$ cat src/rtl/mac_sequencer.sv
// -----------------------------------------------------------------------------
// mac_sequencer
//
// Control sequencer for the multiply-accumulate datapath. A start request
// launches a frame of NUM_OUTS dot products of NUM_CYC beats each. One beat is
// issued per cycle: the beat index goes to the input-vector buffer and
// out_idx*NUM_CYC + beat goes to the weight memory. Two delay lines follow the
// issue stream:
//   - alignment line (RAM_LAT deep): marks beats arriving at the MAC inputs and
//     raises new_sum on beat 0 of each dot product;
//   - result line (RAM_LAT+MAC_LAT deep): marks the cycle a final sum sits on
//     the MAC output, tags it with its output index, and flags the frame's last.
//
// Parameters:
//   NUM_CYC  beats per dot product (>= 2)
//   NUM_OUTS dot products per frame (>= 1)
//   RAM_LAT  buffer / weight memory read latency in cycles (>= 1)
//   MAC_LAT  last beat at MAC inputs -> final sum valid, in cycles (>= 1)
//
// Ports:
//   clk          rising-edge clock
//   rst          asynchronous active-high reset
//   start        frame request, accepted when idle (or on the done cycle)
//   busy         frame in progress
//   buf_rd_addr  input-buffer read address (beat index)
//   w_rd_addr    weight read address (out_idx*NUM_CYC + beat)
//   rd_en        memory read enable, high on every issue cycle
//   new_sum      beat 0 of a dot product is at the MAC inputs
//   mac_valid    any beat is at the MAC inputs
//   res_valid    MAC data_out holds a final sum
//   res_idx      output index of that sum
//   done         pulse with the last result of the frame
//   overrun      (MAC_SEQ_OVERRUN_DETECT_EN only) sticky: start seen while busy
//
// Optional feature macro: MAC_SEQ_OVERRUN_DETECT_EN adds the overrun output.
// Sequencing is identical with or without it.
// -----------------------------------------------------------------------------
module mac_sequencer #(
    parameter  int NUM_CYC  = 32,
    parameter  int NUM_OUTS = 8,
    parameter  int RAM_LAT  = 1,
    parameter  int MAC_LAT  = 4,
    localparam int BW_BADDR = $clog2(NUM_CYC),
    localparam int BW_WADDR = $clog2(NUM_OUTS * NUM_CYC),
    localparam int BW_OIDX  = (NUM_OUTS > 1) ? $clog2(NUM_OUTS) : 1
) (
    input  logic                clk,
    input  logic                rst,
    input  logic                start,
    output logic                busy,
    output logic [BW_BADDR-1:0] buf_rd_addr,
    output logic [BW_WADDR-1:0] w_rd_addr,
    output logic                rd_en,
    output logic                new_sum,
    output logic                mac_valid,
    output logic                res_valid,
    output logic [BW_OIDX-1:0]  res_idx,
    output logic                done
`ifdef MAC_SEQ_OVERRUN_DETECT_EN
    ,
    output logic                overrun
`endif
);

    localparam int RES_DEPTH = RAM_LAT + MAC_LAT;

    typedef enum logic [1:0] {
        S_IDLE,
        S_ISSUE,
        S_DRAIN
    } state_e;

    // Entry of the alignment line: one beat heading for the MAC inputs.
    typedef struct packed {
        logic valid;
        logic first;
    } align_t;

    // Entry of the result line: a final sum heading for the MAC output.
    typedef struct packed {
        logic               valid;
        logic [BW_OIDX-1:0] idx;
        logic               last;
    } res_t;

    state_e              state_q, state_d;
    logic [BW_BADDR-1:0] beat_q, beat_d;
    logic [BW_OIDX-1:0]  oidx_q, oidx_d;
    logic [BW_WADDR-1:0] waddr_q, waddr_d;

    align_t align_q [RAM_LAT];
    res_t   res_q   [RES_DEPTH];

    logic issuing;
    logic first_beat;
    logic last_beat;
    logic last_out;
    logic res_done;
    logic accept;

    assign issuing    = (state_q == S_ISSUE);
    assign first_beat = (beat_q == '0);
    assign last_beat  = (beat_q == BW_BADDR'(NUM_CYC - 1));
    assign last_out   = (oidx_q == BW_OIDX'(NUM_OUTS - 1));
    assign res_done   = res_q[RES_DEPTH-1].last;

    // A request is taken when idle, and also on the done cycle itself so that a
    // held start chains frames without an idle cycle between them.
    assign accept = start && ((state_q == S_IDLE) || ((state_q == S_DRAIN) && res_done));

    // -------------------------------------------------------------------------
    // FSM and counters: next-state logic
    // -------------------------------------------------------------------------
    always_comb begin
        // NOTE: every signal written here gets a default first, so no path
        // leaves one unassigned and no latch is inferred.
        state_d = state_q;
        beat_d  = beat_q;
        oidx_d  = oidx_q;
        waddr_d = waddr_q;

        unique case (state_q)
            S_IDLE: begin
                if (start) begin
                    state_d = S_ISSUE;
                    beat_d  = '0;
                    oidx_d  = '0;
                    waddr_d = '0;
                end
            end

            S_ISSUE: begin
                waddr_d = waddr_q + BW_WADDR'(1);
                if (last_beat) begin
                    beat_d = '0;
                    oidx_d = oidx_q + BW_OIDX'(1);
                    if (last_out) begin
                        // Park the counters at zero so addresses read 0 outside
                        // of issue cycles.
                        state_d = S_DRAIN;
                        oidx_d  = '0;
                        waddr_d = '0;
                    end
                end else begin
                    beat_d = beat_q + BW_BADDR'(1);
                end
            end

            S_DRAIN: begin
                // Counters are already parked at zero, ready for a chained frame.
                if (res_done) begin
                    state_d = accept ? S_ISSUE : S_IDLE;
                end
            end

            default: state_d = S_IDLE;
        endcase
    end

    // -------------------------------------------------------------------------
    // FSM and counters: state registers
    // -------------------------------------------------------------------------
    always_ff @(posedge clk or posedge rst) begin
        // NOTE: sequential state is updated with non-blocking assignments so all
        // registers see pre-edge values; the combinational block above uses
        // blocking assignments because it only computes values.
        if (rst) begin
            state_q <= S_IDLE;
            beat_q  <= '0;
            oidx_q  <= '0;
            waddr_q <= '0;
        end else begin
            state_q <= state_d;
            beat_q  <= beat_d;
            oidx_q  <= oidx_d;
            waddr_q <= waddr_d;
        end
    end

    // -------------------------------------------------------------------------
    // Alignment and result delay lines
    // -------------------------------------------------------------------------
    always_ff @(posedge clk or posedge rst) begin
        if (rst) begin
            // NOTE: both delay lines are reset entry by entry; a stale valid bit
            // left in flight would otherwise surface as a spurious new_sum,
            // res_valid or done after reset release.
            for (int i = 0; i < RAM_LAT; i++) begin
                align_q[i] <= '0;
            end
            for (int i = 0; i < RES_DEPTH; i++) begin
                res_q[i] <= '0;
            end
        end else begin
            align_q[0] <= '{valid: issuing, first: issuing && first_beat};
            for (int i = 1; i < RAM_LAT; i++) begin
                align_q[i] <= align_q[i-1];
            end

            // The index is only loaded alongside a valid flag so res_idx reads
            // 0 whenever no result is presented.
            res_q[0] <= '{valid: issuing && last_beat,
                          idx:   (issuing && last_beat) ? oidx_q : '0,
                          last:  issuing && last_beat && last_out};
            for (int i = 1; i < RES_DEPTH; i++) begin
                res_q[i] <= res_q[i-1];
            end
        end
    end

    // -------------------------------------------------------------------------
    // Outputs (all driven from registers)
    // -------------------------------------------------------------------------
    assign busy        = (state_q != S_IDLE);
    assign rd_en       = issuing;
    assign buf_rd_addr = beat_q;
    assign w_rd_addr   = waddr_q;
    assign mac_valid   = align_q[RAM_LAT-1].valid;
    assign new_sum     = align_q[RAM_LAT-1].first;
    assign res_valid   = res_q[RES_DEPTH-1].valid;
    assign res_idx     = res_q[RES_DEPTH-1].idx;
    assign done        = res_done;

`ifdef MAC_SEQ_OVERRUN_DETECT_EN
    // Sticky flag for requests that arrive while a frame is running and are not
    // the one taken on the done cycle.
    logic overrun_q;

    always_ff @(posedge clk or posedge rst) begin
        if (rst) begin
            overrun_q <= 1'b0;
        end else if (start && busy && !accept) begin
            overrun_q <= 1'b1;
        end
    end

    assign overrun = overrun_q;
`endif

endmodule

$ cat config.mk
export PLATFORM = sky130hd
export DESIGN_NAME = mac_sequencer
export DESIGN_NICKNAME = d
export VERILOG_FILES = /design/src/rtl/mac_sequencer.sv
export SDC_FILE = /design/constraint.sdc
export NUM_CORES = 1
export LEC_CHECK = 0
export ABC_CLOCK_PERIOD_IN_PS = 2720
export CORE_MARGIN = 5
export CORE_UTILIZATION = 56
export DETAILED_ROUTE_END_ITERATION = 16
export GPL_TIMING_DRIVEN = 0
export PLACE_DENSITY_LB_ADDON = 0.25
export SYNTH_ARGS = -nofsm -noshare
export SYNTH_HDL_FRONTEND = slang
export SYNTH_SLANG_ARGS = --single-unit
$ cat constraint.sdc
create_clock -name clk -period 2.72 [get_ports clk]
set_input_delay 0.408 -clock clk [delete_from_list [all_inputs] [get_ports clk]]
set_output_delay 0.408 -clock clk [all_outputs]
set_load 0.05 [all_outputs]
Word level (Yosys, flattened, before mapping)

Index checks and enable logic that the tools add are counted.

Bits in registers: 45
Input port bits: 3
Output and inout port bits: 22
Word-level logic and storage cells: 63

Add/sub/neg operators: 3
Equality and inequality tests: 8
Muxes and demuxes: 18
Reduce and logical (&&, ||, !) cells: 13

Operators with widths:

| kind                                                                    | count |
|---|---|
| 8-bit 2-to-1 mux                                                        | 3 |
| 8-bit case mux with 2 select lines                                      | 1 |
| 3-bit 2-to-1 mux                                                        | 4 |
| 5-bit 2-to-1 mux                                                        | 2 |
| 5-bit case mux with 2 select lines                                      | 1 |
| 8-bit by 1-bit adder with 8-bit output, second input constant           | 1 |
| 2-bit 2-to-1 mux                                                        | 4 |
| 2-bit case mux with 3 select lines                                      | 1 |
| 3-bit case mux with 2 select lines                                      | 1 |
| 5-bit by 1-bit adder with 5-bit output, second input constant           | 1 |
| 5-bit equality test, second input constant                              | 1 |
| 1-bit logical AND                                                       | 5 |
| 5-bit zero test                                                         | 1 |
| 2-bit by 1-bit inequality test with 1-bit output, second input constant | 2 |
| 2-bit inequality test, second input constant                            | 2 |
| 4-bit AND reduction                                                     | 1 |
| 2-bit nonzero test                                                      | 2 |
| 3-bit by 1-bit adder with 3-bit output, second input constant           | 1 |
| 3-bit equality test, second input constant                              | 1 |
| 3-bit AND reduction                                                     | 1 |
| 2-bit by 1-bit equality test with 1-bit output, second input constant   | 1 |
| 2-bit equality test, second input constant                              | 1 |
| 2-bit zero test                                                         | 1 |
| 2-bit AND reduction                                                     | 1 |
| 2 further kinds                                                         | 2 |

Longest topological paths before layout

Gate-level depths: netlist of the first run.

Depth in word-level cells: 7
Mapped depth: 6
Depth with buffers taken out: 6

Worst setup path after synthesis of the first run

Ideal clock, no wire load.

Path kind: register to register
From: reg beat_q[0], in the netlist buf_rd_addr[0]
To: reg oidx_q[0]
Setup time: 121 ps
Data arrival time: 1828 ps
Required time: 2599 ps
Slack: 771 ps
Cell stages (with the launch flop): 7
Buffers on the path: 0
Period minus slack after synthesis: 1949 ps
Path through: dfrtp_1 -> ha_1 -> and3_1 -> ha_1 -> and2b_1 -> a22o_1 -> a22o_1

Word-level cells in the longest chain between the ends: 3

Ends and longest elaborated chain:

| item                                                              | RTL line | text |
|---|---|---|
| from (decl)                                                       | 87       | `logic [BW_BADDR-1:0] beat_q, beat_d;` |
| from (signal assigned)                                            | 174      | `beat_q <= beat_d;` |
| 5-bit equality test                                               | 103      | `assign last_beat = (beat_q == BW_BADDR'(NUM_CYC - 1));` |
| 2-bit by 1-bit inequality test with 1-bit output (no source line) | n/a      |  |
| 3-bit AND reduction (no source line)                              | n/a      |  |
| to (signal assigned)                                              | 175      | `oidx_q <= oidx_d;` |
| to (decl)                                                         | 88       | `logic [BW_OIDX-1:0] oidx_q, oidx_d;` |

No other way between the ends.
A chain may end at the register's enable or synchronous reset.

Final worst setup path of the first run

From: reg state_q[0]
To: out busy

Word-level cells in the longest chain between the ends: 1

Ends and longest elaborated chain:

| item                   | RTL line | text |
|---|---|---|
| from (decl)            | 86       | `state_e state_q, state_d;` |
| from (signal assigned) | 173      | `state_q <= state_d;` |
| 2-bit nonzero test     | 214      | `assign busy = (state_q != S_IDLE);` |
| to (decl)              | 50       | `output logic busy,` |

No other way between the ends.

==> metrics.csv, run 1 <==
metric,value,unit
Cells after Synth,134,
Filler cells,223,
ant diodes,0,
min cycle time layout,2.57,ns
Reg2Reg Depth,6,
Hold Path Class,flip-flop to flip-flop,
Crit. Startpoint,state_q[0],
clock sink count,45,
Mapped Avg Cell Area,12.8,um^2
final net count,174,
Post-synth EDFFs,0,
placed cells,191,
Area Growth Syn to Fin,20.4,%
sequential share of the synthesized area,65.4,%
async set-reset flop share out of synthesis,100,%
first-pass GRT wire length,5510,um
WHS,0.361,ns
synthesis-stage register bit count,45,
final wirelength,2890,um
clock root buffer,clkbuf_4,
Clock Pin Slew Worst Setup and Hold Paths,0.13,ns
skew final,0.0163,ns
Worst Setup Start Kind,flip-flop,
Max VDD drop,768,uV
Mapped Nets,143,
share of cells above drive strength 1,10.2,%
most frequent cells in the layout,"45 x dfrtp_1, 23 x clkdlybuf4s50_1, 7 x nand2_1, 7 x inv_1, 7 x a22o_1",
Starting DRT DRC Count,69,
Post-route DRC,0,
library cell occupying the most area in the post-synthesis netlist,dfrtp_1,
Hold Path Origin,res_q[8],
post-synth top area share,65.4,%
number of H-tree levels,2,
PD cells,884,nW/um^2
number of global-route vias before repair,1189,
final core occ,69.0,%
detailed-route via count,1117,
Highest Clock Rate,0.389,GHz
CP required,2.31,ns
fin. max-slew vios,0,
endpoint type of the worst setup path,primary output,
hold path cells,0,
R2R Path Start,buf_rd_addr[0],
total CTS buffers,5,
CTS Hold Bufs,0,
Initial Util,57.3,%
"non-filler cells, final",199,
Tcrit/Tclk final,94.6,%
port buffer count,24,
GP Congestion,0.808,
antenna violations before repair,0,
Final ANT Viol Nets,0,
post-synthesis instance area,1720,um^2
Crit Path Category,flip-flop to primary output,
LEAKAGE,0.990,nW
routed len/inst,14.5,um
unrepaired setup endpoints after global routing,false,
Die Area,4280,um^2
Synth cell types,34,
Yosys Warn Count,0,
"most common cell after layout, fill and taps aside",dfrtp_1,
die width,65.4,um
CTS Buffer Depth,2,
clk_lat worst skew,0.36,ns
"top cells by area, synth","dfrtp_1 65%, ha_1 4.4%, a22o_1 3.6%",
core area,3000,um^2
largest net degree at the start of global routing,46,
final hold vios,0,
I/O Pins,25,
iteration count of the initial detailed-routing pass,4,
hpwl dp,2030,um
setup_tns,0,ns
worst path arrival time,2.17,ns
Critical Path Fanout Max,10,
"Top FF cell, synth",dfrtp_1,
Total GRT Usage,17.1,%
Worst Tran Pin Value,0.862,ns
CTS tree,done,
Slew HR,42.4,%
Congestion Overflow GR,0,
status,"complete, no violations",
Final setup violation count,0,
FP Rows,20,
Avg Vias per Cell,5.61,
Die Y,65.4,um
max-cap viol count,0,
==> synthesized netlist by cell type, types with 2 or more instances <==
master and number:
a21oi_1 6, a22o_1 7, and2b_1 2, and3_1 4, buf_4 3, clkbuf_1 2
dfrtp_1 45, ha_1 6, inv_1 8, nand2_1 7, nand3_1 5, nand3b_1 2
nand4_1 2, nor2_1 2, nor3_1 3, nor3b_1 2, o21ai_0 6, o31ai_1 3
or3_1 2, or4_1 3
==> metrics by stage <==
step	setup WS, ns	cell area (um^2)	power (mW)
after floorplan	0.771	1720	1.30
after global placement	0.461	2000	1.48
after detailed placement	0.457	2000	1.51
after CTS	0.0340	2070	1.85
after global routing	0.0423	2070	1.96
final	0.146	2070	1.83
==> sequential cells by signal, indices dropped and copies added (netlist names), 2 cells and up <==
signal and count:
oidx_q 3, buf_rd_addr 5, w_rd_addr 8, res_q 20, state_q 2, res_idx 3
==> power breakdown <==
part	leakage (nW)	internal, mW	switching [mW]
clock	0.0349	0.129	0.211
combinational	0.371	0.239	0.383
sequential	0.585	0.767	0.105
==> critical path: stages (launching register included) <==
cell and delay, ns:
dfrtp_1 0.49, clkbuf_1 0.34, or2_2 0.18, clkdlybuf4s50_1 0.80
==> cell type report <==
type,instances,area [um^2],share of cell area (%)
timing repair buffer,24,243,11.7
sequential,45,1130,54.3
multi-input combinational,74,519,25.0
tap,33,41.3,1.99
clock buffer,6,51.3,2.47
buffer,7,46.3,2.23
clock inverter,2,16.3,0.785
inverter,8,30.0,1.45
==> cell families (layout without fill, tap and decap cells) <==
logic type,count (synthesis),after routing,synth area share [%]
AND/OR/NAND/NOR,38,38,12.9
buffers and inverters,15,47,4.43
AO/OA/AOI/OAI,28,28,11.7
adder cells (fa/ha/maj),6,6,4.36
flip-flops,45,45,65.4
multiplexers,2,2,1.24
==> final timing paths <==
kind,end,slack (ns)
hold reg to reg,res_idx[2],0.36
hold / removal,res_idx[2],0.36
max in group asynchronous,mac_valid,1.63
min in group asynchronous,w_rd_addr[3],0.54
setup / recovery,busy,0.15
setup reg to reg,buf_rd_addr[3],0.89
==> layer usage <==
layer	up-vias	track usage, %	routed length [um]
li1	532	-	-
met1	542	23.0	1310
met2	37	25.3	1370
met3	6	5.98	152
met4	0	7.25	53
met5	-	0	0
==> repair_timing <==
action | in CTS | in global routing
setup endpoints to repair | 0 | 1
setup buffers | 0 | 0
resized for setup | 0 | 1
Note: power is estimated with default switching activity, not from simulation.
==> inputs of run 2 (changes only) <==
- CORE_MARGIN: 5 -> 2
==> metrics.csv, run 2 (synthesis gave the netlist of run 1 again) <==
metric,value,unit,change
routed len/inst,14.6,um,was 14.5 um
final wirelength,2910,um,was 2890 um
I/O Pins,25,,unchanged
fin. max-slew vios,0,,unchanged
GP Congestion,0.746,,was 0.808
ant diodes,0,,unchanged
Starting DRT DRC Count,51,,was 69
clk_lat worst skew,0.35,ns,was 0.36 ns
hpwl dp,1990,um,was 2030 um
Final ANT Viol Nets,0,,unchanged
Post-route DRC,0,,unchanged
Worst Tran Pin Value,0.897,ns,was 0.862 ns
Hold Path Origin,res_q[20],,was res_q[8]
Crit Path Category,flip-flop to primary output,,unchanged
"most common cell after layout, fill and taps aside",dfrtp_1,,unchanged
CTS tree,done,,unchanged
clock sink count,45,,unchanged
Initial Util,57.8,%,was 57.3%
Die Area,3530,um^2,was 4280 um^2
post-place instance area,2000,um^2,unchanged
LEAKAGE,0.997,nW,was 0.990 nW
endpoint type of the worst setup path,primary output,,unchanged
max FFs per register,20,,unchanged
most frequent cells in the layout,"45 x dfrtp_1, 23 x clkdlybuf4s50_1, 7 x nand2_1, 7 x inv_1, 7 x a22o_1",,unchanged
core area,2980,um^2,was 3000 um^2
skew final,0.00632,ns,was 0.0163 ns
post-CTS setup buffer count,0,,unchanged
most flop-heavy register,res_q,,unchanged
Filler cells,209,,was 223
Crit. Startpoint,state_q[0],,unchanged
PD cells,910,nW/um^2,was 884 nW/um^2
total CTS buffers,5,,unchanged
Die Y,59.4,um,was 65.4 um
first-pass GRT wire length,4680,um,was 5510 um
setup_tns,0,ns,unchanged
Slew HR,40.1,%,was 42.4%
detailed-route via count,1166,,was 1117
Avg Vias per Cell,5.86,,was 5.61
Critical Path Fanout Max,10,,unchanged
Congestion Overflow GR,0,,unchanged
clock root buffer,clkbuf_4,,unchanged
cts repair resizes,0,,unchanged
share of cells above drive strength 1,10.2,%,unchanged
Final setup violation count,0,,unchanged
post-route cell area,2090,um^2,was 2070 um^2
R2R Path Start,buf_rd_addr[0],,unchanged
final net count,174,,unchanged
largest net degree at the start of global routing,46,,unchanged
Worst Setup Start Kind,flip-flop,,unchanged
unrepaired setup endpoints after global routing,false,,unchanged
Area Growth Syn to Fin,21.4,%,was 20.4%
worst path arrival time,2.15,ns,was 2.17 ns
Max VDD drop,628,uV,was 768 uV
CTS Buffer Depth,2,,unchanged
FP Rows,20,,unchanged
CTS Hold Bufs,0,,unchanged
final hold vios,0,,unchanged
Total GRT Usage,18.6,%,was 17.1%
port buffer count,24,,unchanged
number of global-route vias before repair,1032,,was 1189
status,"complete, no violations",,unchanged
Clock Pin Slew Worst Setup and Hold Paths,0.13,ns,about the same
min cycle time layout,2.55,ns,was 2.57 ns
Hold Path Class,flip-flop to flip-flop,,unchanged
die width,59.4,um,was 65.4 um
CP required,2.31,ns,about the same
Highest Clock Rate,0.392,GHz,was 0.389 GHz
number of H-tree levels,2,,unchanged
max-cap viol count,0,,unchanged
iteration count of the initial detailed-routing pass,4,,unchanged
Tcrit/Tclk final,93.9,%,was 94.6%
antenna violations before repair,0,,unchanged
run 2: changes by cell type in the layout (fill, tap and decap cells not counted):
cell | previous run | this run
clkinv_4 | 0 | 1
clkbuf_8 | 1 | 0
inv_6 | 1 | 0
bufinv_16 | 0 | 1
run 2: worst max-delay path, stage by stage, from the launching register on:
cell	delay, ns
dfrtp_1	0.48
clkbuf_1	0.33
or2_2	0.18
clkdlybuf4s50_1	0.80
run 2: final cells by class:
cell class                 instances  area (um^2)  share of cell area, %
tap                               33         41.3                   1.98
clock inverter                     3         46.3                   2.22
multi-input combinational         74          519                   24.9
timing repair buffer              24          243                   11.6
clock buffer                       5         37.5                   1.80
inverter                           8         30.0                   1.44
sequential                        45         1130                   53.9
buffer                             7         46.3                   2.22
run 2: final timing paths:
path,slack (ns),cells after the start,end
max in group asynchronous,1.61,2,w_rd_addr[7]
worst max-delay path,0.17,3,busy
worst max register to register,0.89,6,buf_rd_addr[3]
worst min register to register,0.36,0,res_q[15]
worst min-delay path,0.36,0,res_q[15]
min in group asynchronous,0.55,2,res_idx[1]
run 2: metrics by stage:
step	worst slack, ns	util [%]	cells	hold slack, ns	total power, mW
floorplan	0.771	-	134	0.331	1.30
global placement	0.453	67.3	191	0.331	1.48
detailed placement	0.447	67.3	191	0.336	1.51
CTS	0.0213	70.1	199	0.367	1.92
global route	0.0481	70.2	199	0.364	1.99
finish	0.166	70.2	199	0.361	1.90
run 2: power breakdown:
group / internal (mW) / switching [mW] / total [mW]
Clock: 0.195 / 0.215 / 0.409
Combinational: 0.239 / 0.383 / 0.622
Sequential: 0.767 / 0.104 / 0.870
run 2: routing by layer:
| layer | GRT usage [%] | vias to the layer above | routed length, um |
|---|---|---|---|
| met5 | 0 | - | 0 |
| met4 | 9.74 | 0 | 49 |
| met2 | 26.4 | 39 | 1370 |
| met3 | 7.42 | 6 | 150 |
| li1 | - | 540 | - |
| met1 | 24.7 | 581 | 1340 |
==> inputs of run 3 (changes only) <==
- PLACE_DENSITY: unset -> 0.85
- PLACE_DENSITY_LB_ADDON: 0.25 -> unset
- SLEW_MARGIN: unset -> 20
==> metrics.csv, run 3 (synthesis gave the netlist of run 1 again) <==
metric,value,unit,change
Max VDD drop,599,uV,was 628 uV
unrepaired setup endpoints after global routing,false,,unchanged
CTS Buffer Depth,2,,unchanged
port buffer count,24,,unchanged
Area Growth Syn to Fin,22.3,%,was 21.4%
Worst Tran Pin Value,0.505,ns,was 0.897 ns
Final setup violation count,0,,unchanged
PD cells,906,nW/um^2,was 910 nW/um^2
PnR worst setup slack,0.155,ns,was 0.166 ns
Die Area,3530,um^2,unchanged
share of cells above drive strength 1,10.2,%,about the same
hpwl dp,2210,um,was 1990 um
Worst Setup Start Kind,flip-flop,,unchanged
Avg Vias per Cell,5.70,,was 5.86
sequential cell fraction of total power,45.8,%,about the same
final hold vios,0,,unchanged
min cycle time layout,2.56,ns,was 2.55 ns
worst path arrival time,2.16,ns,was 2.15 ns
switching fraction of total power,36.9,%,about the same
I/O Pins,25,,unchanged
GP Congestion,0.723,,was 0.746
Congestion Overflow GR,0,,unchanged
CTS tree,done,,unchanged
reg-to-reg setup timing slack,0.86,ns,was 0.89 ns
"non-filler cells, final",200,,was 199
final core occ,70.7,%,was 70.2%
Starting DRT DRC Count,58,,was 51
Internal,1.20,mW,about the same
number of global-route vias before repair,1172,,was 1032
"Power, Total",1.91,mW,was 1.90 mW
Critical Path Fanout Max,10,,unchanged
Tcrit/Tclk final,94.3,%,was 93.9%
NetSw,705,uW,was 702 uW
LEAKAGE,1.01,nW,was 0.997 nW
detailed-route via count,1139,,was 1166
clk_lat worst skew,0.37,ns,was 0.35 ns
final net count,175,,was 174
CP required,2.31,ns,about the same
die width,59.4,um,unchanged
core area,2980,um^2,unchanged
number of H-tree levels,2,,unchanged
Comb power frac,32.7,%,about the same
Hold Path Class,primary input to asynchronous set/reset pin,,was flip-flop to flip-flop
total CTS buffers,5,,unchanged
Die Y,59.4,um,unchanged
antenna violations before repair,0,,unchanged
Post-route DRC,0,,unchanged
clock sink count,45,,unchanged
Crit Path Category,flip-flop to primary output,,unchanged
max-cap viol count,0,,unchanged
Total GRT Usage,20.5,%,was 18.6%
max FFs per register,20,,unchanged
fin. max-slew vios,0,,unchanged
routed len/inst,15.8,um,was 14.6 um
skew final,0.0141,ns,was 0.00632 ns
DP Worst Slack,0.472,ns,was 0.447 ns
Clock Pin Slew Worst Setup and Hold Paths,0.13,ns,about the same
Final ANT Viol Nets,0,,unchanged
status,"complete, no violations",,unchanged
largest net degree at the start of global routing,36,,was 46
placed cells,192,,was 191
Slew HR,66.2,%,was 40.1%
iteration count of the initial detailed-routing pass,4,,unchanged
final wirelength,3160,um,was 2910 um
"most common cell after layout, fill and taps aside",dfrtp_1,,unchanged
ant diodes,0,,unchanged
FP Rows,20,,unchanged
Highest Clock Rate,0.390,GHz,was 0.392 GHz
clock root buffer,clkbuf_4,,unchanged
setup_tns,0,ns,unchanged
clock share of power,21.4,%,was 21.5%
most frequent cells in the layout,"45 x dfrtp_1, 23 x clkdlybuf4s50_1, 7 x nand2_1, 7 x inv_1, 7 x a22o_1",,unchanged
most flop-heavy register,res_q,,unchanged
Initial Util,57.8,%,unchanged
endpoint type of the worst setup path,primary output,,unchanged
first-pass GRT wire length,5150,um,was 4680 um
run 3: changes by cell type in the layout (fill, tap and decap cells not counted), sizes merged:
cell / delta
clkinvlp: -1
clkbuf: +1
buf: +1
run 3: worst max-delay path: stages, from the launching register on:
cell	delay, ns
dfrtp_1	0.48
clkbuf_1	0.33
or2_2	0.19
clkdlybuf4s50_1	0.79
run 3: layer usage:
metal | share of wire, % | vias up | track usage, %
met2 | 48 | 39 | 31.9
met5 | 0 | - | 0
li1 | - | 539 | -
met1 | 45 | 554 | 26.0
met3 | 4.7 | 7 | 5.24
met4 | 2.3 | 0 | 12.0
run 3: worst paths after layout:
path | cells after the start | to | start
max reg2reg | 6 | buf_rd_addr[3] | buf_rd_addr[0]
min | 2 | w_rd_addr[2] | rst
min in group clk | 0 | res_q[12] | res_q[17]
max in group asynchronous | 3 | res_q[18] | rst
min reg2reg | 0 | res_q[12] | res_q[17]
max | 3 | busy | state_q[0]
run 3: cell type report:
cell class | instances | area [um^2]
Multi-Input combinational cell | 74 | 519
Sequential cell | 45 | 1130
Clock inverter | 2 | 38.8
Fill cell | 222 | 872
Timing Repair Buffer | 25 | 263
Buffer | 7 | 46.3
Inverter | 8 | 30.0
Tap cell | 33 | 41.3
Clock buffer | 6 | 41.3
run 3: per-stage QoR:
step	hold WS (ns)	instance area, um^2
6_report	0.273	2110
5_1_grt	0.293	2110
4_1_cts	0.273	2100
3_5_place_dp	0.335	2020
3_3_place_gp	0.332	2000
2_1_floorplan	0.331	1720
run 3: power groups by stage:
stage / Combinational [mW] / Sequential (mW) / Clock [mW]
finish: 0.625 / 0.875 / 0.409
global route: 0.671 / 0.893 / 0.434
CTS: 0.630 / 0.873 / 0.417
detailed placement: 0.628 / 0.884 / 0
global placement: 0.605 / 0.874 / 0
floorplan: 0.210 / 1.09 / 0
run 3: repair_timing:
item | CTS | global route
endpoints found under the setup margin | 0 | 1
gates resized for setup | 0 | 1
hold buffers | 0 | 0
buffers inserted | 0 | 0
==> RTL change 1, RTL diff (config.mk and constraints of run 2) <==
Add a define of `MAC_SEQ_OVERRUN_DETECT_EN`.
--- a/src/rtl/mac_sequencer.sv
+++ b/src/rtl/mac_sequencer.sv
@@ -37,2 +37,4 @@
 // -----------------------------------------------------------------------------
+`define MAC_SEQ_OVERRUN_DETECT_EN
+
 module mac_sequencer #(
Check against the original RTL (old outputs only; new: overrun): equivalent (equiv_simple and equiv_induct, registers matched by name and starting in step).
==> RTL change 1 against run 2 <==
  * Worst hold slack worse by 0.0036 ns
  * Area after synthesis up 1.0%
  * Setup slack worse by 0.013 ns
  * Wire length up 3.2%
  * Sequential cell count up 1
  * Fmax down 0.52%
  * Final area up 0.24%
  * Critical endpoint is now rd_en
Power is not compared: it rests on default switching activity, and its combinational part moved more than twofold at a synthesized area within 25%.
==> RTL change 1: results (changes against run 2) <==
| Metric | Value |
|---|---|
| Combined global-route utilization of all metal layers | `19.98% (+1.3 points)` |
| Detailed route wirelength on metal3 | `191 µm (+27%)` |
| Number of inverters outside the clock class in the layout | `9 (+1)` |
| Period Utilization, post-route | `94.38% (+0.49 points)` |
| Placer Congestion | `0.8124 (+8.9%)` |
| Number of cells in the design after placement | `193 (+1.0%)` |
| M1 wire length | `1310 µm (-2.2%)` |
| Fraction of final layout cells sized beyond drive strength 1 | `8.929% (-1.3 points)` |
| Outcome | `finished, final reports clean` |
| End of the worst register-to-register path | `oidx_q[1]` |
| Sequential share of the synthesized area | `66.19% (+0.78 points)` |
| DPL Wire Length | `2179 µm (+9.8%)` |
| Routed WL per cell | `14.93 µm (+2.2%)` |
| Critical Path Start | `state_q[1]` |
| Critical hold path startpoint | `res_q[16]` |
| Post-Syn Instances | `135 (+0.75%)` |
| R2R setup slack | `0.77 ns (-0.12 ns)` |
| Delay of the slowest critical-path stage | `0.86 ns (+0.06 ns)` |
| Via count of the first global-routing pass | `1142 (+11%)` |
| Pin count of the biggest net entering global routing | `47 (+2.2%)` |
| Crit path to | `rd_en` |
| Netlist cell types | `33 (-2.9%)` |
| Hold endpoint | `res_q[11]` |
| Worst slew margin | `40.67% (+0.53 points)` |
| Sequential cell count of the final layout | `46 (+2.2%)` |
| Length of routed met2 wiring | `1459 µm (+6.7%)` |
| Final-layout clock-cell area share | `3.047% (-0.97 points)` |
| Number of design-rule violations left by the first detailed-router iteration | `57 (+12%)` |
| Standard cell area after detailed placement | `2031 µm² (+1.4%)` |
| Layout Skew | `0.005740 ns (-0.0005807 ns)` |
| Fraction of area in multi-input gates | `24.49% (-0.36 points)` |
| Worst slack at placement | `0.5399 ns (+0.09251 ns)` |
| Non-clock buffer area fraction after layout | `13.92% (+0.086 points)` |
==> RTL change 1: changes by cell type in the layout (fill, tap and decap cells not counted), sizes merged, moves of 2 or more <==
| cell | delta |
|---|---|
| nand2b | +3 |
| nor3b | -2 |
| nor3 | -2 |
| clkdlybuf4s50 | +2 |
| and2b | -2 |
==> RTL change 1: kinds of logic after synthesis <==
kind of cell    count (synthesis)  share of synthesized area [%]
compound gates                 31                          12.81
fa+ha+maj                       6                          4.316
buf+inv                        15                          4.316
flops                          46                          66.19
mux                             1                         0.5756
simple gates                   36                          11.80
==> RTL change 1: routing by layer <==
layer | up-vias | global-route usage, %
met5 | - | 0
met4 | 0 | 6.032
met3 | 4 | 6.710
met2 | 38 | 31.06
met1 | 580 | 26.84
li1 | 542 | -
==> RTL change 1: power by group <==
group | switching, mW | internal, mW
registers | 0.0000000000000000414 | 0.684
clock network | 0.204 | 0.124
logic | 0.0133 | 0.00276
==> RTL change 2, RTL diff (settings of run 2) <==
Without the edit above. The 3 states of `state_e` get a one-hot encoding in 3 bits.
--- a/src/rtl/mac_sequencer.sv
+++ b/src/rtl/mac_sequencer.sv
@@ -66,6 +66,6 @@
 
-    typedef enum logic [1:0] {
-        S_IDLE,
-        S_ISSUE,
-        S_DRAIN
+    typedef enum logic [2:0] {
+        S_IDLE  = 3'b001,
+        S_ISSUE = 3'b010,
+        S_DRAIN = 3'b100
     } state_e;
Function: same outputs for any inputs over 10 cycles, from zero or initial values and one cycle with rst high; not proved beyond that.
==> RTL change 2 against run 2 <==
  * Critical path depth up 2
  * Power down 0.89%
  * Non-clock buffer count unchanged
  * Sequential share of layout area down 0.59 points
  * Wire length up 2.2%
  * Sequential cell count up 1
  * Area after synthesis up 3.9%
  * Setup slack better by 0.11 ns
  * Final area up 3.5%
  * Largest cell class unchanged
  * Largest power group unchanged
==> RTL change 2: results (changes against run 2) <==
| Metric | Value |
|---|---|
| Filler cell count | `233 (+11%)` |
| Outcome | `finished, final reports clean` |
| Post-layout nets | `181 (+4.0%)` |
| Synth warnings | `0 (unchanged)` |
| Number of clock buffers inserted by TritonCTS | `5 (unchanged)` |
| GR met2 Demand/Resource | `29.81% (+3.4 points)` |
| Leakage component of the power | `1.063 nW (+6.6%)` |
| Netlist cell types | `37 (+8.8%)` |
| Post-detailed-routing wire length | `2971 µm (+2.2%)` |
| Vias per std cell | `5.327 (-9.1%)` |
| Total number of H-tree levels | `2 (unchanged)` |
| Critical Path Sink Type | `output port` |
| Max FO, Critical Path | `11 (+1)` |
| P_sw | `0.7083 mW (+0.92%)` |
| Flip-flop count of the largest register after layout | `20 (unchanged)` |
| Most area-consuming cells after synthesis | `sky130_fd_sc_hd__dfrtp_1, sky130_fd_sc_hd__ha_1, sky130_fd_sc_hd__and3_1, sky130_fd_sc_hd__a22o_1, sky130_fd_sc_hd__buf_6` |
| Antenna diode count | `0 (unchanged)` |
| Clk Latency, worst-skew pair | `0.35 ns (about the same)` |
| Top cells by count, synth | `sky130_fd_sc_hd__dfrtp_1, sky130_fd_sc_hd__and3_1, sky130_fd_sc_hd__nand2_1` |
| Largest buffer count on any clock path | `2 (unchanged)` |
| Number of design-rule violations left by the first detailed-router iteration | `86 (+69%)` |
| Layout Skew | `0.009594 ns (+0.003273 ns)` |
| First-pass GRT wire length | `4885 µm (+4.4%)` |
| Worst slew margin | `40.24% (+0.10 points)` |
| Clock edge transition at the registers on the reported setup and hold paths | `0.11 ns (-0.02 ns)` |
| Share of flip-flops with an asynchronous set or reset after synthesis | `100.0% (unchanged)` |
| Pin count of the biggest net entering global routing | `47 (+2.2%)` |
| Class of the worst hold path | `register to register` |
| Via count of the first global-routing pass | `1064 (+3.1%)` |
| Total count of max-transition violations in the final report | `0 (unchanged)` |
| Register name with the most flops | `res_q` |
| Clock root cell | `sky130_fd_sc_hd__clkbuf_4` |
| Sequential share of the synthesized area | `64.41% (-1.0 points)` |
| Placer Congestion | `0.8207 (+10%)` |
| DPL Wire Length | `1970 µm (-0.77%)` |
| Critical hold path startpoint | `res_q[20]` |
| Fraction of final layout cells sized beyond drive strength 1 | `15.61% (+5.4 points)` |
| Worst r2r path cells | `7 (+1)` |
| Met3 demand-to-capacity share in global routing | `5.970% (-1.5 points)` |
| Number of antenna violations at the first check in global routing | `0 (unchanged)` |
| CP arrival | `2.04 ns (-0.11 ns)` |
| Most used flip-flop cell after synthesis | `sky130_fd_sc_hd__dfrtp_1` |
| Post-Syn Nets | `150 (+4.9%)` |
| Met1 track demand over resource | `23.97% (-0.78 points)` |
| Combined global-route utilization of all metal layers | `18.68% (+0.028 points)` |
| Number of buffers inserted by port buffering | `24 (unchanged)` |
| Reg-to-reg critical path startpoint | `buf_rd_addr[0]` |
| Critical Path Start | `state_q[2]` |
| Max IR drop VDD | `512.6 µV (-18%)` |
| Worst hold path depth | `0 (unchanged)` |
| Router iterations before antenna repair | `4 (unchanged)` |
RTL change 2: cell types whose count changed in the layout (fill, tap and decap cells not counted), sizes merged, moves of 3 or more:
cell,delta
and3,+4
nand2b,+4
o21ai,+3
nor3,-3
or4,-3
a22o,-3
RTL change 2: power groups by stage:
| stage | logic [mW] | registers, mW | clock network, mW |
|---|---|---|---|
| after floorplan | 0.302 | 0.997 | 0 |
| after global placement | 0.655 | 0.826 | 0 |
| after detailed placement | 0.669 | 0.831 | 0 |
| after CTS | 0.670 | 0.818 | 0.407 |
| after global routing | 0.714 | 0.829 | 0.435 |
| final | 0.666 | 0.821 | 0.398 |
RTL change 2: cell type report:
cell class / count / share of cell area [%]
well taps: 44 / 2.546
repair buffers: 24 / 11.05
multi-input cells: 80 / 25.23
flip-flops and latches: 46 / 53.30
clock inverters: 2 / 1.736
inverters: 8 / 1.389
clock buffers: 6 / 1.910
plain buffers: 7 / 2.836
RTL change 2: kinds of logic after synthesis:
| group | count (synthesis) | share of synthesized area, % |
|---|---|---|
| buf+inv | 15 | 5.104 |
| simple gates | 42 | 13.57 |
| compound gates | 29 | 11.05 |
| flops | 46 | 64.41 |
| xor+xnor | 1 | 0.4896 |
| fa+ha+maj | 6 | 4.196 |
| mux | 2 | 1.189 |
RTL change 2: final timing paths:
| path | endpoint | slack, ns |
|---|---|---|
| max | rd_en | 0.28 |
| min | res_q[15] | 0.36 |
| max reg2reg | buf_rd_addr[3] | 0.54 |
| min reg2reg | res_q[15] | 0.36 |
| max in group asynchronous | w_rd_addr[1] | 1.60 |
| min in group asynchronous | res_idx[1] | 0.55 |
RTL change 2: through the flow:
step | area, µm² | instances | util, % | setup WS (ns)
after floorplan | 1789 | 141 | - | 0.4956
after global placement | 2085 | 209 | 68.28 | 0.3990
after detailed placement | 2085 | 209 | 68.28 | 0.3915
after CTS | 2162 | 217 | 70.82 | 0.2568
after global routing | 2162 | 217 | 70.82 | 0.1868
final | 2162 | 217 | 70.82 | 0.2759
RTL change 2: routing by layer:
metal	share of wire, %	wire (µm)	vias to the layer above
li1	-	-	545
met1	44	1318	572
met2	49	1458	33
met3	5.1	151	6
met4	1.5	44	0
met5	0	0	-
RTL change 2: critical path, stage by stage (launching register included):
cell and delay [ns]:
sky130_fd_sc_hd__dfrtp_1 0.37, sky130_fd_sc_hd__buf_2 0.17, sky130_fd_sc_hd__or3b_4 0.41, sky130_fd_sc_hd__inv_2 0.07, sky130_fd_sc_hd__buf_6 0.14, sky130_fd_sc_hd__dlygate4sd2_1 0.53
RTL change 2: repair_timing:
| action | CTS | global route |
|---|---|---|
| buffers inserted | 0 | 0 |
| endpoints found under the setup margin | 1 | 0 |
| endpoints found under the hold margin | 0 | 0 |
| resized for setup | 1 | 0 |
